## config.mk

```make
export PLATFORM = sky130hd
export DESIGN_NAME = intr_acknowledge_sequencer_flat
export DESIGN_NICKNAME = d
export VERILOG_FILES = /design/src/rtl/intr_acknowledge_sequencer_if.sv /design/src/rtl/intr_acknowledge_sequencer.sv /design/src/flat_wrapper.sv
export SDC_FILE = /design/constraint.sdc
export NUM_CORES = 1
export LEC_CHECK = 0
export CORE_UTILIZATION = 40
export CTS_CLUSTER_SIZE = 10
export DETAILED_ROUTE_END_ITERATION = 10
export PLACE_DENSITY = 0.65
export SYNTH_ARGS = -nofsm -noshare
export SYNTH_HDL_FRONTEND = slang
export SYNTH_SLANG_ARGS = --single-unit
```

## constraint.sdc

```tcl
create_clock -name clock -period 4.6 [get_ports clock]
set_input_delay 1.38 -clock clock [delete_from_list [all_inputs] [get_ports clock]]
set_output_delay 1.38 -clock clock [all_outputs]
set_load 0.03 [all_outputs]
```

## src/rtl/intr_acknowledge_sequencer_if.sv

```systemverilog
// Bus-side signal bundle of the interrupt acknowledge sequencer: the 8259 INTR
// line, the core handshake and the INTA#/LOCK# bus cycle.
interface intr_acknowledge_sequencer_if;
    logic       interrupt_request;
    logic       interrupt_enable;
    logic       instruction_boundary;
    logic       ready;
    logic [7:0] data_bus_in;
    logic       interrupt_acknowledge_n;
    logic       lock_n;
    logic       busy;
    logic       vector_valid;
    logic [7:0] vector;
    logic       timeout;
    logic       vector_accept;

    // Sequencer side: drives INTA#/LOCK# and presents the vector.
    modport master (
        input  interrupt_request, interrupt_enable, instruction_boundary,
        input  ready, data_bus_in, vector_accept,
        output interrupt_acknowledge_n, lock_n, busy, vector_valid, vector, timeout
    );

    // Environment side: core, 8259 and system bus.
    modport slave (
        output interrupt_request, interrupt_enable, instruction_boundary,
        output ready, data_bus_in, vector_accept,
        input  interrupt_acknowledge_n, lock_n, busy, vector_valid, vector, timeout
    );
endinterface

```

## src/rtl/intr_acknowledge_sequencer.sv

```systemverilog
// 8088-style two-pulse INTA# sequencer with LOCK#, ready stretching with a
// timeout abort, and a valid/accept handoff of the captured vector.
module intr_acknowledge_sequencer #(
    parameter int unsigned PULSE_CYCLES   = 2,
    parameter int unsigned GAP_CYCLES     = 2,
    parameter int unsigned TIMEOUT_CYCLES = 255
) (
    input  logic                          clock,
    input  logic                          reset,
    intr_acknowledge_sequencer_if.master  bus
);
    typedef enum logic [2:0] {IDLE, INTA1, GAP, INTA2, VECTOR} state_t;

    localparam logic [3:0] PULSE_LAST = 4'(PULSE_CYCLES - 1);
    localparam logic [3:0] GAP_LAST   = 4'(GAP_CYCLES - 1);
    localparam logic [7:0] STRETCH_MAX = 8'(TIMEOUT_CYCLES);

    state_t     state_q;
    logic [3:0] pulse_count_q;
    logic [7:0] stretch_count_q;
    logic       inta_n_q;
    logic       lock_n_q;
    logic       busy_q;
    logic       valid_q;
    logic       timeout_q;
    logic [7:0] vector_q;

    logic take;
    logic pulse_min;

    assign take      = bus.interrupt_request & bus.interrupt_enable & bus.instruction_boundary;
    assign pulse_min = (pulse_count_q >= PULSE_LAST);

    // Sequencer FSM; every output is a register updated alongside the state.
    always_ff @(posedge clock or posedge reset) begin
        if (reset) begin
            state_q         <= IDLE;
            pulse_count_q   <= '0;
            stretch_count_q <= '0;
            inta_n_q        <= 1'b1;
            lock_n_q        <= 1'b1;
            busy_q          <= 1'b0;
            valid_q         <= 1'b0;
            timeout_q       <= 1'b0;
            vector_q        <= 8'h00;
        end else begin
            case (state_q)
                IDLE: begin
                    if (take) begin
                        state_q         <= INTA1;
                        pulse_count_q   <= '0;
                        stretch_count_q <= '0;
                        inta_n_q        <= 1'b0;
                        lock_n_q        <= 1'b0;
                        busy_q          <= 1'b1;
                    end
                end
                INTA1, INTA2: begin
                    if (pulse_min && bus.ready) begin
                        // Normal end of pulse; the second one also captures the vector.
                        pulse_count_q   <= '0;
                        stretch_count_q <= '0;
                        inta_n_q        <= 1'b1;
                        if (state_q == INTA1) begin
                            state_q <= GAP;
                        end else begin
                            state_q   <= VECTOR;
                            lock_n_q  <= 1'b1;
                            valid_q   <= 1'b1;
                            vector_q  <= bus.data_bus_in;
                            timeout_q <= 1'b0;
                        end
                    end else if (pulse_min) begin
                        // Ready low past the minimum: stretch, abort once the budget is spent.
                        if (stretch_count_q == STRETCH_MAX) begin
                            state_q         <= VECTOR;
                            pulse_count_q   <= '0;
                            stretch_count_q <= '0;
                            inta_n_q        <= 1'b1;
                            lock_n_q        <= 1'b1;
                            valid_q         <= 1'b1;
                            vector_q        <= 8'hFF;
                            timeout_q       <= 1'b1;
                        end else begin
                            stretch_count_q <= stretch_count_q + 8'd1;
                        end
                    end else begin
                        pulse_count_q <= pulse_count_q + 4'd1;
                    end
                end
                GAP: begin
                    if (pulse_count_q == GAP_LAST) begin
                        state_q         <= INTA2;
                        pulse_count_q   <= '0;
                        stretch_count_q <= '0;
                        inta_n_q        <= 1'b0;
                    end else begin
                        pulse_count_q <= pulse_count_q + 4'd1;
                    end
                end
                VECTOR: begin
                    if (bus.vector_accept) begin
                        state_q         <= IDLE;
                        pulse_count_q   <= '0;
                        stretch_count_q <= '0;
                        busy_q          <= 1'b0;
                        valid_q         <= 1'b0;
                        timeout_q       <= 1'b0;
                    end
                end
                default: begin
                    state_q         <= IDLE;
                    pulse_count_q   <= '0;
                    stretch_count_q <= '0;
                    inta_n_q        <= 1'b1;
                    lock_n_q        <= 1'b1;
                    busy_q          <= 1'b0;
                    valid_q         <= 1'b0;
                    timeout_q       <= 1'b0;
                end
            endcase
        end
    end

    assign bus.interrupt_acknowledge_n = inta_n_q;
    assign bus.lock_n                  = lock_n_q;
    assign bus.busy                    = busy_q;
    assign bus.vector_valid            = valid_q;
    assign bus.vector                  = vector_q;
    assign bus.timeout                 = timeout_q;
endmodule

```

## src/flat_wrapper.sv

```systemverilog
// flat-port wrapper written by rule: the top's interface ports become plain ports
module intr_acknowledge_sequencer_flat 
#(
    parameter int unsigned PULSE_CYCLES   = 2,
    parameter int unsigned GAP_CYCLES     = 2,
    parameter int unsigned TIMEOUT_CYCLES = 255
)
  (clock, reset, bus_interrupt_request, bus_interrupt_enable, bus_instruction_boundary, bus_ready, bus_data_bus_in, bus_vector_accept, bus_interrupt_acknowledge_n, bus_lock_n, bus_busy, bus_vector_valid, bus_vector, bus_timeout);
  intr_acknowledge_sequencer_if bus_i ();
  input  logic clock;
  input  logic reset;
  input wire logic [$bits(bus_i.interrupt_request)-1:0] bus_interrupt_request;
  input wire logic [$bits(bus_i.interrupt_enable)-1:0] bus_interrupt_enable;
  input wire logic [$bits(bus_i.instruction_boundary)-1:0] bus_instruction_boundary;
  input wire logic [$bits(bus_i.ready)-1:0] bus_ready;
  input wire logic [$bits(bus_i.data_bus_in)-1:0] bus_data_bus_in;
  input wire logic [$bits(bus_i.vector_accept)-1:0] bus_vector_accept;
  output wire logic [$bits(bus_i.interrupt_acknowledge_n)-1:0] bus_interrupt_acknowledge_n;
  output wire logic [$bits(bus_i.lock_n)-1:0] bus_lock_n;
  output wire logic [$bits(bus_i.busy)-1:0] bus_busy;
  output wire logic [$bits(bus_i.vector_valid)-1:0] bus_vector_valid;
  output wire logic [$bits(bus_i.vector)-1:0] bus_vector;
  output wire logic [$bits(bus_i.timeout)-1:0] bus_timeout;
  assign bus_i.interrupt_request = bus_interrupt_request;
  assign bus_i.interrupt_enable = bus_interrupt_enable;
  assign bus_i.instruction_boundary = bus_instruction_boundary;
  assign bus_i.ready = bus_ready;
  assign bus_i.data_bus_in = bus_data_bus_in;
  assign bus_i.vector_accept = bus_vector_accept;
  assign bus_interrupt_acknowledge_n = bus_i.interrupt_acknowledge_n;
  assign bus_lock_n = bus_i.lock_n;
  assign bus_busy = bus_i.busy;
  assign bus_vector_valid = bus_i.vector_valid;
  assign bus_vector = bus_i.vector;
  assign bus_timeout = bus_i.timeout;
  intr_acknowledge_sequencer #(.PULSE_CYCLES(PULSE_CYCLES), .GAP_CYCLES(GAP_CYCLES), .TIMEOUT_CYCLES(TIMEOUT_CYCLES)) u_core (.clock(clock), .reset(reset), .bus(bus_i));
endmodule
```

# Yosys cells after proc, flatten, opt, wreduce, memory -nomap -nowiden
# Index checks and enable logic that the tools add are counted.
# Widths: inputs -> output; s select.
# totals
inputBits,15
out_inout_bits,13
wordCells,90
ff_bits,28
# op_classes
order_cmp,1
bitwise_logic,6
muxes,42
add_sub_neg,2
n_eq_ne,14
n_reduce_logical,16
# op_table
operator,n
$mux 8,10
$pmux 8 s4,1
$mux 4,6
$mux 3,7
$reduce_and 5->1,4
$pmux 4 s4,1
$pmux 1 s3,4
$pmux 3 s4,1
$mux 1,11
$add 8x1->8 const B,1
$eq 8x8->1 const B,1
$reduce_and 4->1,2
$eq 3x2->1 const B,2
$ne 3x1->1 const B,2
$reduce_and 3->1,2
$reduce_or 2->1,3
$add 4x1->4 const B,1
$eq 4x1->1 const B,1
$ge 4x1->1 const B,1
$ne 2x1->1 const B,2
$ne 2x2->1 const B,2
$ne 4x4->1 const B,1
$not 1->1,4
$pmux 1 s4,1
other kinds (8),10

# Logic depth before layout (Yosys ltp)
# depth
depth_word,5
mapped_depth,8
depth_no_buf,6

# Worst setup path before layout
# No wires, ideal clock.
# synth_timing
path_kind,input -> register
startpoint,input port bus_instruction_boundary
endpoint,register u_core.state_q[0]
setup_time_ns,0.119
setup_slack_ns,1.834
cell_stages,5
path_buffers,1
t_arrival_ns,2.647
cell_sequence,and4b_1 -> a2111oi_4 -> clkbuf_1 -> nor2_1 -> o21a_1
# synth_between
elab_chain_len,3
# synth_lines
item,line_no,text
from (decl),flat_wrapper.sv:14,input wire logic [$bits(bus_i.instruction_boundary)-1:0] bus_instruction_boundary;
$and 1x1->1,intr_acknowledge_sequencer.sv:31,assign take = bus.interrupt_request & bus.interrupt_enable & bus.instruction_boundary;
$ne 2x1->1 (no source line),n/a,
$reduce_and 5->1 (no source line),n/a,
to (signal assigned),intr_acknowledge_sequencer.sv:37,state_q <= IDLE;
to (signal assigned),intr_acknowledge_sequencer.sv:50,state_q <= INTA1;
to (signal assigned),intr_acknowledge_sequencer.sv:65,state_q <= GAP;
to (decl),intr_acknowledge_sequencer.sv:18,state_t state_q;
# Every way passes these cells.
# A chain may end at the register's enable or synchronous reset.

# Final worst setup path
# layout_timing
startpoint,input port bus_instruction_boundary
endpoint,register u_core.pulse_count_q[2]
# layout_between
elab_chain_len,3
# layout_lines
item,line_no,text
$and 1x1->1,intr_acknowledge_sequencer.sv:31,
$ne 2x1->1 (no source line),n/a,
$reduce_and 3->1 (no source line),n/a,
to (signal assigned),intr_acknowledge_sequencer.sv:88,pulse_count_q <= pulse_count_q + 4'd1;
to (signal assigned),intr_acknowledge_sequencer.sv:98,pulse_count_q <= pulse_count_q + 4'd1;
to (decl),intr_acknowledge_sequencer.sv:19,logic [3:0] pulse_count_q;
# Every way passes these cells.

==> key figures <==
Status
  – Status: complete, no violations

Power
  – PwrDens: 664 nW/um^2
  – Clk pwr share: 12.5%
  – Pint: 0.000677 W
  – Leak pwr: 0.731 nW
  – Worst VDD drop: 326 uV
  – Sequential power share: 35.6%
  – Switching share of power: 44.3%
  – Combinational group share of total power: 51.9%
  – Psw: 0.000538 W

Synthesis
  – Most used DFF post-synth: dfrtp_1
  – Syn nets: 164
  – Cell variety after synth: 43
  – Post-Syn Instances: 145
  – Register area share after synthesis: 47.3%
  – Number of synthesized flops with an enable pin: 0
  – Avg Inst Size Synth: 10.3 sq um
  – Mapped Area: 1490 sq um
  – Synth Register Bits: 28
  – Synth warn: 0
  – Post-synth ARST share: 100%

CTS
  – Root buffer cell: clkbuf_8
  – Worst skew pair latency: 0.27 ns
  – Post-CTS resize count: 0
  – H-Tree Depth: 1
  – Cts-stage hold buffer count: 0
  – Total CTS buffers: 3
  – CTS tree: yes
  – Clock transition at the registers of the reported paths: 0.09 ns
  – Clk sinks: 28
  – Max clock buf depth: 2
  – # Post-CTS Setup Buffers: 0

Global routing
  – Grt met2 use: 28.9%
  – Largest net degree at the start of global routing: 29
  – Global-route total usage across every layer: 17.4%
  – GR peak layer: met2
  – Vias in the first global route: 1163
  – Met3 GRT Util: 4.01%
  – Met1 Use GR: 23.0%
  – GRT overflow: 0
  – First-pass GRT wire length: 5510 um
  – Initial antenna violation count: 0

Cells and area
  – Most frequent cells in the layout: clkdlybuf4s50_1, dfrtp_1, a21oi_1, o22a_1
  – Commonest non-fill, non-tap cell in the layout: clkdlybuf4s50_1
  – Final core utilization: 53.1%
  – Final nets: 189
  – Fillers: 336
  – Post-route cell area: 1830 sq um
  – Synth-to-layout area growth: 23.1%
  – Ant diodes: 0
  – Share of cells above drive strength 1: 7.69%

Critical path
  – Reg2Reg Depth: 5
  – Worst path arrival time: 3.33 ns
  – Crit end category: flip-flop
  – CP Launch Type: input pin
  – CP Max Fanout: 18
  – WP data required: 4.80 ns
  – Reg2reg end: u_core.bus.interrupt_acknowledge_n$_DFFE_PP1P_
  – Crit Path Category: in2reg
  – R2R setup slack: 2.13 ns
  – Worst r2r src: u_core.pulse_count_q[0]$_DFFE_PP0P_

Timing
  – Worst clock skew: 0.00501 ns
  – Highest Clock Rate: 320 MHz
  – RSZ-0062 raised after global routing: false
  – Fin crit period: 3.13 ns
  – Tcrit/Tclk final: 68.0%
  – Slew HR: 27.5%
  – Setup_tns: 0 ns
  – Final slew viol count: 0
  – Final setup viols: 0
  – Hold Fails Final Rpt: 0
  – Worst-margin pin slew: 1.09 ns

Drt
  – Vias per cell: 5.68
  – Drt pass-1 iters: 4
  – Routed Antenna Nets: 0
  – DRC violations left: 0
  – Vias: 1222
  – WL per Instance: 15.2 um
  – Starting DRC count in detailed routing: 61
  – Final wirelength: 3260 um

Worst hold path
  – Worst hold path startpoint: u_core.bus.vector_valid$_DFFE_PP0P_
  – Min-Delay Endpoint: u_core.bus.vector_valid$_DFFE_PP0P_
  – Hold Crit Class: reg2reg
  – Hold path cells: 1

Floorplanning
  – Core area: 3440 sq um
  – # rows: 21
  – Starting Density: 43.2%
  – Die Span X: 63.0 um
  – Die area: 3960 sq um
  – Ports: 28
  – DIE HEIGHT: 63.0 um

Place
  – DP Area: 1770 sq um
  – GP Congestion: 0.783
  – Hpwl dp: 2340 um
  – I/O Buffers: 27

Flow run
  – Max Cap Violations: 0
-- sequential cells by signal (all words and copies together), names as in the netlist --
signal	flops
u_core.stretch_count_q	8
u_core.bus.busy	1
u_core.bus.lock_n	1
u_core.pulse_count_q	4
u_core.bus.vector_valid	1
u_core.bus.interrupt_acknowledge_n	1
u_core.bus.timeout	1
u_core.bus.vector	8
u_core.state_q	3
-- worst max-delay path, cell delays in order --
cell             delay, ns
clkdlybuf4s50_1       0.43
and4b_1               0.25
a2111oi_4             0.84
a21oi_1               0.21
a31oi_1               0.21
-- per-stage QoR --
step	instances	hold slack [ns]	worst slack, ns	total power, W
2_1_floorplan	145	0.500	1.83	0.000889
3_3_place_gp	211	0.462	1.27	0.00104
3_5_place_dp	211	0.477	1.17	0.00107
4_1_cts	215	0.498	1.49	0.00122
5_1_grt	215	0.524	1.28	0.00131
6_report	215	0.491	1.47	0.00121
-- power by group through the flow --
stage | registers [W] | logic, W | clock network (W)
detailed placement | 0.000437 | 0.000632 | 0
floorplan | 0.000494 | 0.000394 | 0
global placement | 0.000430 | 0.000614 | 0
CTS | 0.000432 | 0.000634 | 0.000157
global route | 0.000447 | 0.000691 | 0.000171
finish | 0.000432 | 0.000631 | 0.000152
-- worst max path at each step --
stage	from	endpoint	slack, ns	cells after the start
after detailed placement	bus_instruction_boundary	u_core.pulse_count_q[2]$_DFFE_PP0P_	1.17	5
after global routing	bus_instruction_boundary	u_core.pulse_count_q[1]$_DFFE_PP0P_	1.28	5
final	bus_instruction_boundary	u_core.pulse_count_q[2]$_DFFE_PP0P_	1.47	5
after CTS	bus_instruction_boundary	u_core.pulse_count_q[2]$_DFFE_PP0P_	1.49	5
after global placement	bus_instruction_boundary	u_core.pulse_count_q[2]$_DFFE_PP0P_	1.27	5
after floorplan	bus_instruction_boundary	u_core.state_q[0]$_DFFE_PP0P_	1.83	5
-- kinds of logic (layout without fill, tap and decap cells) --
| logic type | Yosys count | in the layout | synth area share (%) |
|---|---|---|---|
| adders and majority gates | 4 | 4 | 3.37 |
| and+or+nand+nor | 47 | 47 | 18.3 |
| xor gates and xnor gates | 1 | 1 | 0.589 |
| buffers and inverters | 14 | 38 | 4.46 |
| DFF | 28 | 28 | 47.3 |
| AOI/OAI and AO/OA | 51 | 51 | 26.0 |
-- synthesized netlist by cell type (all sizes together), types with 2 or more instances --
cell    count  share of area [%]
dfrtp      26                 44
a21oi      15                5.6
o22a       10                5.9
nand2       9                2.3
nor2        9                2.3
inv         7                1.8
nand3       6                2.0
o31ai       6                3.0
or4         6                3.3
o21ai       5                1.7
buf         4                1.9
ha          4                3.4
a21o        3                1.5
clkbuf      3               0.76
nand2b      3                1.3
a211oi      2                1.3
dfstp       2                3.5
nor3        2               0.67
nor4b       2                1.2
o21a        2                1.0
or3         2               0.84
-- per-layer routing --
metal	wire length (um)	share of wire [%]	vias up
li1	-	-	593
met1	1590	49	612
met2	1580	48	15
met3	82	2.5	2
met4	12	0.37	0
met5	0	0	-
-- final cells by class --
cell class | instances | area (sq um) | share of cell area (%)
clock buffer | 4 | 55.1 | 3.01
timing repair buffer | 27 | 270 | 14.8
multi-input combinational | 103 | 717 | 39.2
inverter | 7 | 26.3 | 1.44
sequential | 28 | 703 | 38.4
tap | 46 | 57.6 | 3.15
No activity file was read; power rests on OpenSTA's default activity.
